`config.mk`:
```
export PLATFORM = sky130hd
export DESIGN_NAME = mp_feeder_flat
export DESIGN_NICKNAME = d
export VERILOG_FILES = /design/src/rtl/mp_pkg.sv /design/src/rtl/mp_feeder_if.sv /design/src/rtl/mp_addr_gen.sv /design/src/rtl/mp_feeder.sv /design/src/flat_wrapper.sv
export SDC_FILE = /design/constraint.sdc
export NUM_CORES = 1
export LEC_CHECK = 0
export CAP_MARGIN = 5
export CORE_MARGIN = 2
export CORE_UTILIZATION = 60
export CTS_CLUSTER_SIZE = 16
export DETAILED_ROUTE_END_ITERATION = 7
export PLACE_DENSITY = 0.85
export SKIP_LAST_GASP = 1
export SLEW_MARGIN = 20
export SYNTH_ARGS = -nofsm -noshare
export SYNTH_HDL_FRONTEND = slang
export SYNTH_SLANG_ARGS = --single-unit
```
`constraint.sdc`:
```
create_clock -name clk -period 9.39 [get_ports clk]
set_clock_uncertainty 0.1 [all_clocks]
set_input_delay 0.939 -clock clk [delete_from_list [all_inputs] [get_ports clk]]
set_output_delay 0.939 -clock clk [all_outputs]
set_load 0.01 [all_outputs]
```
`src/rtl/mp_pkg.sv`:
```
// mp_feeder shared package: FSM state encoding, pad value, window offsets.
// Used by mp_feeder and mp_addr_gen (optional MP_FEEDER_PAD_EN build).
package mp_pkg;

    typedef enum logic [1:0] {
        ST_IDLE  = 2'd0,
        ST_ISSUE = 2'd1,
        ST_DRAIN = 2'd2,
        ST_FIN   = 2'd3
    } mp_state_e;

    // Value emitted for out-of-range window positions: never wins a max.
    localparam logic signed [7:0] MP_MIN_VAL = 8'sh80;

    // Row / column offset of each window phase, bit index = phase.
    // Phase order: (0,0), (0,1), (1,0), (1,1).
    localparam logic [3:0] WIN_DR = 4'b1100;
    localparam logic [3:0] WIN_DC = 4'b1010;

endpackage

```
`src/rtl/mp_feeder_if.sv`:
```
// mp_feeder bus interface: memory read port plus pixel stream to the pool unit.
// master = feeder side, slave = memory / consumer side.
interface mp_feeder_if #(
    parameter int ADDR_W = 12
);
    logic              rd_en;
    logic [ADDR_W-1:0] rd_addr;
    logic signed [7:0] rd_data;
    logic signed [7:0] out;
    logic              en;
    logic              en_mp;

    modport master (
        output rd_en, rd_addr, out, en, en_mp,
        input  rd_data
    );

    modport slave (
        input  rd_en, rd_addr, out, en, en_mp,
        output rd_data
    );
endinterface

```
`src/rtl/mp_addr_gen.sv`:
```
// mp_addr_gen: row/column/window-phase counters and pixel address arithmetic.
// MP_FEEDER_PAD_EN selects ceil-sized pool windows with a pad flag.
module mp_addr_gen
    import mp_pkg::*;
#(
    parameter int ADDR_W = 12,
    parameter int DIM_W  = 8
) (
    input  logic              clk,
    input  logic              reset,
    input  logic              load,
    input  logic              adv,
    input  logic              pool,
    input  logic [ADDR_W-1:0] base,
    input  logic [DIM_W-1:0]  width,
    input  logic [DIM_W-1:0]  height,
    output logic [ADDR_W-1:0] addr,
    output logic              last,
    output logic              pad
);
    localparam int CW = DIM_W + 1;
    localparam int PW = 2 * DIM_W + 1;

    logic [CW-1:0]     r;
    logic [CW-1:0]     c;
    logic [1:0]        phase;
    logic [ADDR_W-1:0] base_q;
    logic [DIM_W-1:0]  w_q;
    logic [DIM_W-1:0]  h_q;
    logic              pool_q;

    logic [CW-1:0] row;
    logic [CW-1:0] col;
    logic [CW-1:0] step;
    logic [CW-1:0] span;
    logic [PW-1:0] prod;
    logic          last_col;
    logic          last_row;

    // Pixel position, address and end-of-row/end-of-map detection.
    always_comb begin
        row  = r + CW'(pool_q & WIN_DR[phase]);
        col  = c + CW'(pool_q & WIN_DC[phase]);
        step = pool_q ? CW'(2) : CW'(1);
`ifdef MP_FEEDER_PAD_EN
        span = pool_q ? CW'(2) : CW'(1);
`else
        // A full window needs both c and c+1 inside the map.
        span = pool_q ? CW'(3) : CW'(1);
`endif
        prod     = PW'(row) * PW'(w_q);
        addr     = base_q + ADDR_W'(prod) + ADDR_W'(col);
        last_col = (c + span) >= CW'(w_q);
        last_row = (r + span) >= CW'(h_q);
        last     = last_col && last_row && (!pool_q || phase == 2'd3);
`ifdef MP_FEEDER_PAD_EN
        pad = pool_q && (row >= CW'(h_q) || col >= CW'(w_q));
`else
        pad = 1'b0;
`endif
    end

    // Capture the pass configuration and step through the scan order.
    always_ff @(posedge clk) begin
        if (reset) begin
            r      <= '0;
            c      <= '0;
            phase  <= '0;
            base_q <= '0;
            w_q    <= '0;
            h_q    <= '0;
            pool_q <= 1'b0;
        end else if (load) begin
            r      <= '0;
            c      <= '0;
            phase  <= '0;
            base_q <= base;
            w_q    <= width;
            h_q    <= height;
            pool_q <= pool;
        end else if (adv) begin
            if (!pool_q || phase == 2'd3) begin
                phase <= '0;
                if (last_col) begin
                    c <= '0;
                    r <= r + step;
                end else begin
                    c <= c + step;
                end
            end else begin
                phase <= phase + 2'd1;
            end
        end
    end

endmodule

```
`src/rtl/mp_feeder.sv`:
```
// mp_feeder: reads a feature map and streams it in 2x2-window or row-major order.
// Define MP_FEEDER_PAD_EN for ceil-sized windows padded with -128.
module mp_feeder
    import mp_pkg::*;
#(
    parameter int ADDR_W = 12,
    parameter int DIM_W  = 8
) (
    input  logic              clk,
    input  logic              reset,
    input  logic              start,
    input  logic              pool_en,
    input  logic [ADDR_W-1:0] base_addr,
    input  logic [DIM_W-1:0]  fm_width,
    input  logic [DIM_W-1:0]  fm_height,
    input  logic              stall,
    mp_feeder_if.master       bus,
    output logic              busy,
    output logic              done
);
    localparam logic [1:0] IDLE  = ST_IDLE;
    localparam logic [1:0] ISSUE = ST_ISSUE;
    localparam logic [1:0] DRAIN = ST_DRAIN;
    localparam logic [1:0] FIN   = ST_FIN;

    logic [1:0]        state;
    logic [1:0]        nxt;
    logic              pool_q;
    logic              en_q;
    logic              pad_q;
    logic              empty;
    logic              load;
    logic              slot;
    logic              rd;
    logic [ADDR_W-1:0] addr;
    logic              last;
    logic              pad;

    assign load = (state == IDLE) && start;
    assign slot = (state == ISSUE) && !stall;
    assign rd   = slot && !pad && !reset;

    // A pass with no readable pixel skips straight to FIN.
    always_comb begin
`ifdef MP_FEEDER_PAD_EN
        empty = (fm_width == '0) || (fm_height == '0);
`else
        empty = (fm_width == '0) || (fm_height == '0)
             || (pool_en && (fm_width < DIM_W'(2) || fm_height < DIM_W'(2)));
`endif
    end

    mp_addr_gen #(
        .ADDR_W (ADDR_W),
        .DIM_W  (DIM_W)
    ) u_addr_gen (
        .clk    (clk),
        .reset  (reset),
        .load   (load),
        .adv    (slot),
        .pool   (pool_en),
        .base   (base_addr),
        .width  (fm_width),
        .height (fm_height),
        .addr   (addr),
        .last   (last),
        .pad    (pad)
    );

    // Next-state logic of the pass sequencer.
    always_comb begin
        nxt = state;
        unique case (state)
            IDLE:    if (start) nxt = empty ? FIN : ISSUE;
            ISSUE:   if (slot && last) nxt = DRAIN;
            DRAIN:   nxt = FIN;
            FIN:     nxt = IDLE;
            default: nxt = IDLE;
        endcase
    end

    // State register and one-cycle delay of the issued slot.
    always_ff @(posedge clk) begin
        if (reset) begin
            state  <= IDLE;
            pool_q <= 1'b0;
            en_q   <= 1'b0;
            pad_q  <= 1'b0;
        end else begin
            state <= nxt;
            en_q  <= slot;
            pad_q <= slot && pad;
            if (load) pool_q <= pool_en;
        end
    end

    // Outputs are forced low while reset is held.
    always_comb begin
        bus.rd_en   = rd;
        bus.rd_addr = rd ? addr : '0;
        bus.en      = en_q && !reset;
        bus.en_mp   = en_q && pool_q && !reset;
        if (!en_q || reset) bus.out = '0;
        else if (pad_q)     bus.out = MP_MIN_VAL;
        else                bus.out = bus.rd_data;
        busy = (state != IDLE) && !reset;
        done = (state == FIN) && !reset;
    end

endmodule
```
`src/flat_wrapper.sv`:
```
// flat-port wrapper written by rule: the top's interface ports become plain ports
module mp_feeder_flat import mp_pkg::*;
#(
    parameter int ADDR_W = 12,
    parameter int DIM_W  = 8
)
  (clk, reset, start, pool_en, base_addr, fm_width, fm_height, stall, busy, done, bus_rd_en, bus_rd_addr, bus_out, bus_en, bus_en_mp, bus_rd_data);
  mp_feeder_if #(.ADDR_W(ADDR_W)) bus_i ();
  input  logic clk;
  input  logic reset;
  input  logic start;
  input  logic pool_en;
  input  logic [ADDR_W-1:0] base_addr;
  input  logic [DIM_W-1:0] fm_width;
  input  logic [DIM_W-1:0] fm_height;
  input  logic stall;
  output logic busy;
  output logic done;
  output wire logic [$bits(bus_i.rd_en)-1:0] bus_rd_en;
  output wire logic [$bits(bus_i.rd_addr)-1:0] bus_rd_addr;
  output wire logic [$bits(bus_i.out)-1:0] bus_out;
  output wire logic [$bits(bus_i.en)-1:0] bus_en;
  output wire logic [$bits(bus_i.en_mp)-1:0] bus_en_mp;
  input wire logic [$bits(bus_i.rd_data)-1:0] bus_rd_data;
  assign bus_rd_en = bus_i.rd_en;
  assign bus_rd_addr = bus_i.rd_addr;
  assign bus_out = bus_i.out;
  assign bus_en = bus_i.en;
  assign bus_en_mp = bus_i.en_mp;
  assign bus_i.rd_data = bus_rd_data;
  mp_feeder #(.ADDR_W(ADDR_W), .DIM_W(DIM_W)) u_core (.clk(clk), .reset(reset), .start(start), .pool_en(pool_en), .base_addr(base_addr), .fm_width(fm_width), .fm_height(fm_height), .stall(stall), .bus(bus_i), .busy(busy), .done(done));
endmodule
```
==> reports/metrics.cfg <==
[pwr]
power_leakage_nw=2.88
cellPowerDensity_mw_per_mm2=112
ir_drop_mv=0.117
total_power_mw=0.721

[synthesis]
syn_inst=695
yosysWarnings=0
postSynthNetCount=848
synth_seq_area_share_pct=18.4
yosys-top-cells-area=fa_1 (19%), dfxtp_1 (18%), ha_1 (13%)
yosysMostFrequentCell=nand2_1
synth_area_leader_cell=fa_1
ys_ff_latch=52
synth_flop_cell=dfxtp_1
avgSynthCellArea_sq_um=8.16
async_flop_share_pct=0
synth_edf_count=0
synth_area_sq_mm=0.00567
synth_cell_type_count=55
synth_top_cell_area_share_pct=19.1
yosys-top-cells-count=nand2_1 (116), inv_1 (98), ha_1 (58)

[worst_setup_path]
worstPathMaxFanout=11
start_kind=flip-flop
cp-end-kind=primary output
r2r_slack_ns=5.97
critPathArrivalTime_ns=6.82
cp.required_ns=8.35
rr_worst_depth=12
r2r-end=u_core.u_addr_gen.c[8]$_SDFFE_PP0P_
r2r_start=u_core.pool_q$_SDFFE_PP0P_
worstSetupPathType=reg -> out

[placement]
port_buffers=65
place_area_sq_mm=0.00630
gp_congestion=0.873
place_inst=839
hpwl_microns=10100

[routing]
wl_microns=12400
vias_per_cell=5.44
drtIter0Drc=188
wl_per_cell_microns=14.6
num_vias=4609
first_pass_iters=4
drc_errors=0
detail-route-antenna-nets=0

[sta]
fin_crit_sh_pct=83.7
report.final.slew_viol_count=0
period_needed_ns=7.86
worstMarginPinSlew_ns=1.01
slew-limit-headroom_pct=32.4
rsz0062_at_grt=no
hold_viol_final=0
setup_viol=0
setup-tns-final_ns=0
fmaxAchievable_mhz=127

[clocking]
cts.sink_count=52
cts.clk_slew.worst_paths_ns=0.10
cts_hold_buf=0
clock_latency_ns=0.31
cts_tree=built
cts_htree_levels=2
cts_buffers=5
clock-root-buffer=clkbuf_8
post_cts_buffers=0
cts_resized=0
clockBufferDepth=2

[cells_and_area]
fin_util_pct=69.8
area_growth_pct=13.3
nNetsFinal=888
final_cells=847
drive_gt1_share_pct=2.85
insertedDiodeCount=0
postLayoutCellArea_sq_mm=0.00642
fillers=729

[floorplanning]
rows=35
initial_core_util_pct=61.6
die-area_sq_mm=0.0102
core_sq_mm=0.00920
die_w_microns=101
die_y_microns=101
ios=66

[run_status]
status=finished, final reports clean

[global_routing]
grt_pass1_vias=4777
grt_start_max_net_pins=37
grt.total_usage_pct=26.5
overflow=0
grt_pass1_wl_microns=21700
antenna_found_initial=0

[hold_path]
worstHoldPathCells=2
hp-start=u_core.u_addr_gen.base_q[4]$_SDFFE_PP0P_
hold_end=u_core.u_addr_gen.base_q[4]$_SDFFE_PP0P_
hp-class=reg -> reg

[job]
cap_violations=0

==> worst max path at each step <==
stage	from	endpoint	slack, ns
final	u_core.pool_q$_SDFFE_PP0P_	bus_rd_addr[11]	1.53
after detailed placement	u_core.pool_q$_SDFFE_PP0P_	bus_rd_addr[11]	1.88
after CTS	u_core.pool_q$_SDFFE_PP0P_	bus_rd_addr[11]	1.51
after floorplan	u_core.pool_q$_SDFFE_PP0P_	bus_rd_addr[11]	2.83
after global routing	u_core.pool_q$_SDFFE_PP0P_	bus_rd_addr[11]	1.04
after global placement	u_core.pool_q$_SDFFE_PP0P_	bus_rd_addr[11]	2.10
==> routing by layer <==
metal	global-route usage (%)	vias to the layer above	wire (microns)
met5	0	-	0
li1	-	2271	-
met3	2.76	11	504
met4	5.20	0	126
met1	34.2	2222	5380
met2	48.3	105	6370
==> layout make-up <==
type	instances	area, sq um	share of cell area [%]
Clock buffer	6	82.6	1.29
Clock inverter	2	38.8	0.604
Inverter	98	368	5.73
Multi-Input combinational cell	512	4090	63.8
Sequential cell	52	1040	16.2
Tap cell	111	139	2.16
Timing Repair Buffer	66	658	10.2
==> registers in the layout, indices dropped and copies added, names as in the netlist, 2 cells and up <==
| signal | count |
|---|---|
| u_core.u_addr_gen.base_q | 12 |
| u_core.u_addr_gen.c | 9 |
| u_core.u_addr_gen.h_q | 8 |
| u_core.u_addr_gen.w_q | 8 |
| u_core.u_addr_gen.phase | 2 |
| u_core.state | 2 |
| u_core.u_addr_gen.r | 9 |
==> cells by family (layout without fill, tap and decap cells) <==
logic type / count (synthesis) / count (layout) / share of synthesized area, %
fa+ha+maj: 113 / 113 / 32.1
compound gates: 79 / 79 / 8.52
simple gates: 260 / 260 / 21.8
xor+xnor: 57 / 57 / 9.18
mux: 3 / 3 / 0.618
buf+inv: 131 / 172 / 9.42
flops: 52 / 52 / 18.4
==> per-stage QoR <==
step                      worst slack, ns  hold WS, ns
after detailed placement             1.88        0.350
after global placement               2.10        0.344
after global routing                 1.04        0.387
after floorplan                      2.83        0.336
after CTS                            1.51        0.365
final                                1.53        0.361
==> where the power goes <==
| part | switching [mW] | total [mW] | internal, mW |
|---|---|---|---|
| clock network | 0.0763 | 0.164 | 0.0872 |
| logic | 0.167 | 0.278 | 0.111 |
| registers | 0.0333 | 0.280 | 0.247 |
==> worst max-delay path, stage by stage (launching register included) <==
cell	delay, ns
dfxtp_1	0.57
and2_1	0.23
ha_1	0.26
nand2_1	0.11
nor2_1	0.16
xor2_1	0.42
nand2_1	0.14
fa_1	0.50
inv_1	0.05
fa_1	0.49
inv_1	0.06
fa_1	0.50
inv_1	0.06
fa_1	0.52
inv_1	0.05
fa_1	0.53
inv_1	0.04
ha_1	0.32
o21ai_0	0.09
nand2b_1	0.13
a21oi_1	0.09
a31oi_1	0.21
nand3_1	0.13
a21o_1	0.17
mux2i_1	0.12
clkdlybuf4s50_1	0.54
==> layout by cell type, fill, tap and decap left out, types with 2 or more instances in the layout <==
| cell type | instances |
|---|---|
| a211oi_1 | 3 |
| a21o_1 | 10 |
| a21oi_1 | 45 |
| and2_1 | 34 |
| and3_1 | 3 |
| clkbuf_8 | 6 |
| clkdlybuf4s50_1 | 65 |
| dfxtp_1 | 52 |
| fa_1 | 54 |
| ha_1 | 58 |
| inv_1 | 98 |
| mux2i_1 | 2 |
| nand2_1 | 116 |
| nand2b_1 | 10 |
| nand3_1 | 20 |
| nand4_1 | 4 |
| nor2_1 | 40 |
| nor2b_1 | 8 |
| nor3_1 | 8 |
| nor3b_1 | 3 |
| nor4_1 | 6 |
| o21a_1 | 2 |
| o21ai_0 | 5 |
| or2_2 | 2 |
| xnor2_1 | 31 |
| xor2_1 | 24 |
(Power assumes the default switching activity.)
